<file path="src/rtl/multicycle_sequencer.sv">
// multicycle_sequencer: IF/ID/EX/MEM/WB control FSM for the RV32 multi-cycle datapath.
// Define MEMSEQ_TIMEOUT_EN to add a memory-handshake watchdog that traps on a stalled request.
module multicycle_sequencer #(
   parameter int unsigned TIMEOUT_CYCLES = 255,
   parameter int unsigned RETIRE_W       = 32
) (
   input  logic                clk,
   input  logic                rst_n,
   input  logic [6:0]          opcode,
   input  logic                branch_taken,
   input  logic                halt,
   input  logic                imem_ready,
   input  logic                dmem_ready,
   output logic                imem_req,
   output logic                dmem_req,
   output logic                dmem_we,
   output logic                ir_we,
   output logic                alu_en,
   output logic                rf_we,
   output logic                pc_we,
   output logic                pc_sel,
   output logic [2:0]          state,
   output logic                illegal_op,
   output logic                mem_timeout,
   output logic [RETIRE_W-1:0] retired
);

   typedef enum logic [2:0] {
      S_IF   = 3'd0,
      S_ID   = 3'd1,
      S_EX   = 3'd2,
      S_MEM  = 3'd3,
      S_WB   = 3'd4,
      S_TRAP = 3'd5
   } state_t;

   typedef enum logic [2:0] {
      C_R, C_LOAD, C_IMM, C_STORE, C_BRANCH, C_JAL, C_LUI, C_AUIPC
   } cls_t;

   state_t st;
   cls_t   cls;
   logic   expired;
   logic   br_ex;
   logic   st_done;

`ifdef MEMSEQ_TIMEOUT_EN
   localparam int unsigned CLOG = $clog2(TIMEOUT_CYCLES + 1);
   localparam int unsigned CW   = (CLOG > 8) ? CLOG : 8;

   logic [CW-1:0] wait_cnt;
   logic          waiting;

   assign waiting = (imem_req && !imem_ready) || (dmem_req && !dmem_ready);
   assign expired = waiting && (wait_cnt == CW'(TIMEOUT_CYCLES));

   // counter sits at zero while idle, so it restarts whenever a request rises
   always_ff @(posedge clk or negedge rst_n) begin
      if (!rst_n) begin
         wait_cnt    <= '0;
         mem_timeout <= 1'b0;
      end else begin
         if (expired)
            mem_timeout <= 1'b1;
         if (!imem_req && !dmem_req)
            wait_cnt <= '0;
         else if (waiting)
            wait_cnt <= wait_cnt + CW'(1);
      end
   end
`else
   assign expired     = 1'b0;
   assign mem_timeout = 1'b0;
`endif

   always_ff @(posedge clk or negedge rst_n) begin
      if (!rst_n) begin
         st         <= S_IF;
         cls        <= C_R;
         imem_req   <= 1'b0;
         dmem_req   <= 1'b0;
         illegal_op <= 1'b0;
         retired    <= '0;
      end else begin
         unique case (st)
            S_IF: begin
               if (!imem_req) begin
                  if (!halt)
                     imem_req <= 1'b1;
               end else if (imem_ready) begin
                  imem_req <= 1'b0;
                  st       <= S_ID;
               end else if (expired) begin
                  imem_req   <= 1'b0;
                  illegal_op <= 1'b1;
                  st         <= S_TRAP;
               end
            end
            S_ID: begin
               st <= S_EX;
               case (opcode)
                  7'b0110011: cls <= C_R;
                  7'b0000011: cls <= C_LOAD;
                  7'b0010011: cls <= C_IMM;
                  7'b0100011: cls <= C_STORE;
                  7'b1100011: cls <= C_BRANCH;
                  7'b1101111: cls <= C_JAL;
                  7'b0110111: cls <= C_LUI;
                  7'b0010111: cls <= C_AUIPC;
                  default: begin
                     illegal_op <= 1'b1;
                     st         <= S_TRAP;
                  end
               endcase
            end
            S_EX: begin
               if (cls == C_LOAD || cls == C_STORE) begin
                  st <= S_MEM;
               end else if (cls == C_BRANCH) begin
                  st      <= S_IF;
                  retired <= retired + RETIRE_W'(1);
               end else begin
                  st <= S_WB;
               end
            end
            // first MEM cycle only raises the request, mirroring IF
            S_MEM: begin
               if (!dmem_req) begin
                  dmem_req <= 1'b1;
               end else if (dmem_ready) begin
                  dmem_req <= 1'b0;
                  if (cls == C_STORE) begin
                     st      <= S_IF;
                     retired <= retired + RETIRE_W'(1);
                  end else begin
                     st <= S_WB;
                  end
               end else if (expired) begin
                  dmem_req   <= 1'b0;
                  illegal_op <= 1'b1;
                  st         <= S_TRAP;
               end
            end
            S_WB: begin
               st      <= S_IF;
               retired <= retired + RETIRE_W'(1);
            end
            S_TRAP: begin
               illegal_op <= 1'b1;
            end
            default: begin
               illegal_op <= 1'b1;
               st         <= S_TRAP;
            end
         endcase
      end
   end

   assign br_ex   = (st == S_EX) && (cls == C_BRANCH);
   assign st_done = (st == S_MEM) && (cls == C_STORE) && dmem_req && dmem_ready;

   assign state   = st;
   assign ir_we   = (st == S_IF) && imem_req && imem_ready;
   assign alu_en  = (st == S_EX);
   assign rf_we   = (st == S_WB);
   assign dmem_we = dmem_req && (cls == C_STORE);
   assign pc_we   = br_ex || st_done || (st == S_WB);
   assign pc_sel  = (br_ex && branch_taken) || ((st == S_WB) && (cls == C_JAL));

endmodule

</file>
<file path="config.mk">
export PLATFORM = sky130hd
export DESIGN_NAME = multicycle_sequencer
export DESIGN_NICKNAME = d
export VERILOG_FILES = /design/src/rtl/multicycle_sequencer.sv
export SDC_FILE = /design/constraint.sdc
export NUM_CORES = 1
export LEC_CHECK = 0
export CORE_MARGIN = 5
export CORE_UTILIZATION = 48
export CTS_CLUSTER_DIAMETER = 200
export DETAILED_ROUTE_END_ITERATION = 8
export PLACE_DENSITY = 0.84
export SYNTH_ARGS = -nofsm -noshare
export SYNTH_HDL_FRONTEND = slang
export SYNTH_SLANG_ARGS = --single-unit
</file>
<file path="constraint.sdc">
create_clock -name clk -period 2.8 [get_ports clk]
set_clock_uncertainty 0.2 [all_clocks]
set_input_delay 0.56 -clock clk [delete_from_list [all_inputs] [get_ports clk]]
set_output_delay 0.56 -clock clk [all_outputs]
set_load 0.005 [all_outputs]
</file>
==> metrics.yaml <==
setup.worst_path.end_class: "output port"
post_synth.cell_area_avg_um2: 10.5
worst-r2r-setup-slack_ns: 0.53
cts_sinks: 41
fin_tns_setup_ns: 0
min_period_over_period_pct: 94.9
finalWirelength_um: 4790
rows: 24
critical_path_arrival_ns: 1.90
critical_path.top_delay_family: "simple AND/OR/NAND/NOR gates"
grt_antenna_before_repair: 0
cp_cell_sequence: "nor3b_4 > nand2_1 > o21ai_0 > and3b_1 > clkdlybuf4s50_1"
count_of_vias_placed_by_the_detailed_router: 1709
dr.pass1.iters: 4
grt_overflow_total: 0
setup_viol: 0
critPathMaxFanout: 9
tightestPinTransition_ns: 0.907
setup.worst_path.start_class: "flip-flop"
unrepaired_setup_endpoints_after_global_routing: "false"
grt_pass1_wl_um: 8340
fillCellCount: 368
global_route.usage.total_pct: 17.4
grt_start_max_net_pins: 42
drt_iter0_drc: 103
slew_headroom_pct: 39.6
ios: 58
numPortBuffers: 56
design.core.area_um2: 4320
insertion_delay_of_the_later_clocked_pin_in_the_worst_skew_pair_ns: 0.29
first_global_vias: 1764
layout_min_cycle_time_ns: 2.66
maxSlewViolCount: 0
place.gp.congestion: 0.786
die_width_um: 76.6
leakagePower_uw: 0.00115
synth_seq_cells: 41
critPathSlowestCell: "sky130_fd_sc_hd__clkdlybuf4s50_1"
final_util_pct: 65.5
routed_via_density: 5.37
area_growth_pct: 33.0
antennaDiodeCount: 0
initial_core_util_pct: 49.2
timing_hold_violations_final: 0
layout.cells.most_common_list: "sky130_fd_sc_hd__clkdlybuf4s50_1, sky130_fd_sc_hd__dfrtp_1, sky130_fd_sc_hd__xnor2_1, sky130_fd_sc_hd__nand2_1, sky130_fd_sc_hd__nand3_1"
yosys_warnings: 0
die_y_um: 76.6
synth_nets: 217
cts_tree: "done"
htreeDepth: 2
detail_route.drc_violations: 0
min_path_type: "in -> async"
syn-instance-count: 203
synth_async_sr_flop_share_pct: 100
finish.net_count: 279
cts_made_buffers: 5
synthTopCellsByArea: "sky130_fd_sc_hd__dfrtp_1, sky130_fd_sc_hd__xnor2_1, sky130_fd_sc_hd__nand3_1"
synth_largest_area_cell: "sky130_fd_sc_hd__dfrtp_1"
final_layout_size_suffix_gt1_share_pct: 9.40
ys_types: 44
fin_worst_hold_slack_ns: 0.193
clockRootBuffer: "sky130_fd_sc_hd__clkbuf_8"
max_freq_mhz: 376
final_antenna_net_count: 0
run_status: "completed"
dominantRegCellSynth: "sky130_fd_sc_hd__dfrtp_1"
maxcap_violations: 0
place_hpwl_um: 3530
clock_transition_at_the_registers_of_the_reported_paths_ns: 0.07
worst_setup_path_category: "reg -> out"
powerDensity_nw_per_um2: 591
synth_enable_flop_cells: 0
cpPeakStageDelay_ns: 0.49
sequential_cell_area_fraction_in_the_yosys_report_pct: 48.2
power.ir.vdd_worst_mv: 0.311
post_synth_instance_area_um2: 2130
final_common_cell: "sky130_fd_sc_hd__clkdlybuf4s50_1"
die_outline_area_um2: 5870
post_drt_wl_per_cell_um: 15.1
timing.critical_path.required_ns: 2.04
critPathBufInv: 1
ctsLongestPathBuffers: 2
synth_largest_type_area_fraction_pct: 48.2
## worst register-to-register path, stage by stage, from the launching register on
cell and delay [ns]:
sky130_fd_sc_hd__dfrtp_2 0.48, sky130_fd_sc_hd__nor3b_4 0.25, sky130_fd_sc_hd__buf_4 0.15, sky130_fd_sc_hd__a32oi_4 0.06, sky130_fd_sc_hd__buf_4 0.18, sky130_fd_sc_hd__a2111o_1 0.49, sky130_fd_sc_hd__nor3_1 0.21, sky130_fd_sc_hd__xor2_1 0.17
## final cells by class
| type | instances | area [um2] | share of cell area [%] |
|---|---|---|---|
| Tap cell | 52 | 65.1 | 2.30 |
| Multi-Input combinational cell | 153 | 1060 | 37.3 |
| Clock buffer | 8 | 80.1 | 2.83 |
| Timing Repair Buffer | 60 | 586 | 20.7 |
| Inverter | 4 | 15.0 | 0.530 |
| Sequential cell | 41 | 1030 | 36.4 |
## where the power goes
| part | switching [uW] | internal (uW) |
|---|---|---|
| registers | 133 | 679 |
| clock network | 191 | 177 |
| logic | 195 | 299 |
## layer usage
metal  vias to the layer above  wire length (um)  GRT usage, %
met5                         -                 0             0
li1                        840                 -             -
met1                       826              2180          21.9
met4                         0                69          6.29
met3                         6               236          5.44
met2                        37              2300          28.0
## flip-flops by register name (all words and copies together) (netlist names)
register	flops
retired	32
dmem_req	1
state	3
illegal_op	1
imem_req	1
cls	3
## cell usage after synthesis, types with 2 or more instances
cell type and n:
sky130_fd_sc_hd__and4_1 5, sky130_fd_sc_hd__xnor2_1 23, sky130_fd_sc_hd__nor4b_1 2, sky130_fd_sc_hd__nand4_1 9, sky130_fd_sc_hd__nor2_1 9, sky130_fd_sc_hd__o21ai_0 8
sky130_fd_sc_hd__mux2_2 2, sky130_fd_sc_hd__nor4_1 3, sky130_fd_sc_hd__a21oi_1 5, sky130_fd_sc_hd__nand3_1 16, sky130_fd_sc_hd__dfrtp_1 41, sky130_fd_sc_hd__nand3b_1 2
sky130_fd_sc_hd__and3b_1 2, sky130_fd_sc_hd__nor3_1 4, sky130_fd_sc_hd__nand2b_1 3, sky130_fd_sc_hd__nor2b_1 4, sky130_fd_sc_hd__xor2_1 9, sky130_fd_sc_hd__inv_1 4
sky130_fd_sc_hd__nand2_1 19, sky130_fd_sc_hd__buf_4 3, sky130_fd_sc_hd__and3_1 7
## timing repair
action / CTS / global route
endpoints found under the setup margin: 0 / 1
hold buffers: 0 / 0
buffers inserted: 0 / 1
gates resized for setup: 0 / 3
## final timing paths
kind	start	to	depth (start not counted)
max	state[2]	pc_sel	5
min	rst_n	retired[28]	1
min reg2reg	retired[31]	retired[31]	1
max reg2reg	state[2]	retired[29]	7
max in group asynchronous	rst_n	state[1]	1
min in group clk	retired[31]	retired[31]	1
## cells by family after synthesis
group / share of synthesized area (%)
simple gates: 25.3
flops: 48.2
xor+xnor: 13.2
compound gates: 8.88
buf+inv: 2.17
mux: 1.53
fa+ha+maj: 0.588
other cells: 0.176
## through the flow
step	power, uW	worst slack, ns	std cells	area, um2
after floorplan	1040	0.763	203	2130
after global placement	1300	0.191	309	2740
after detailed placement	1320	0.177	309	2740
after CTS	1690	0.00115	317	2820
after global routing	1780	0.0412	318	2830
final	1670	0.142	318	2830
(Power assumes the default switching activity.)
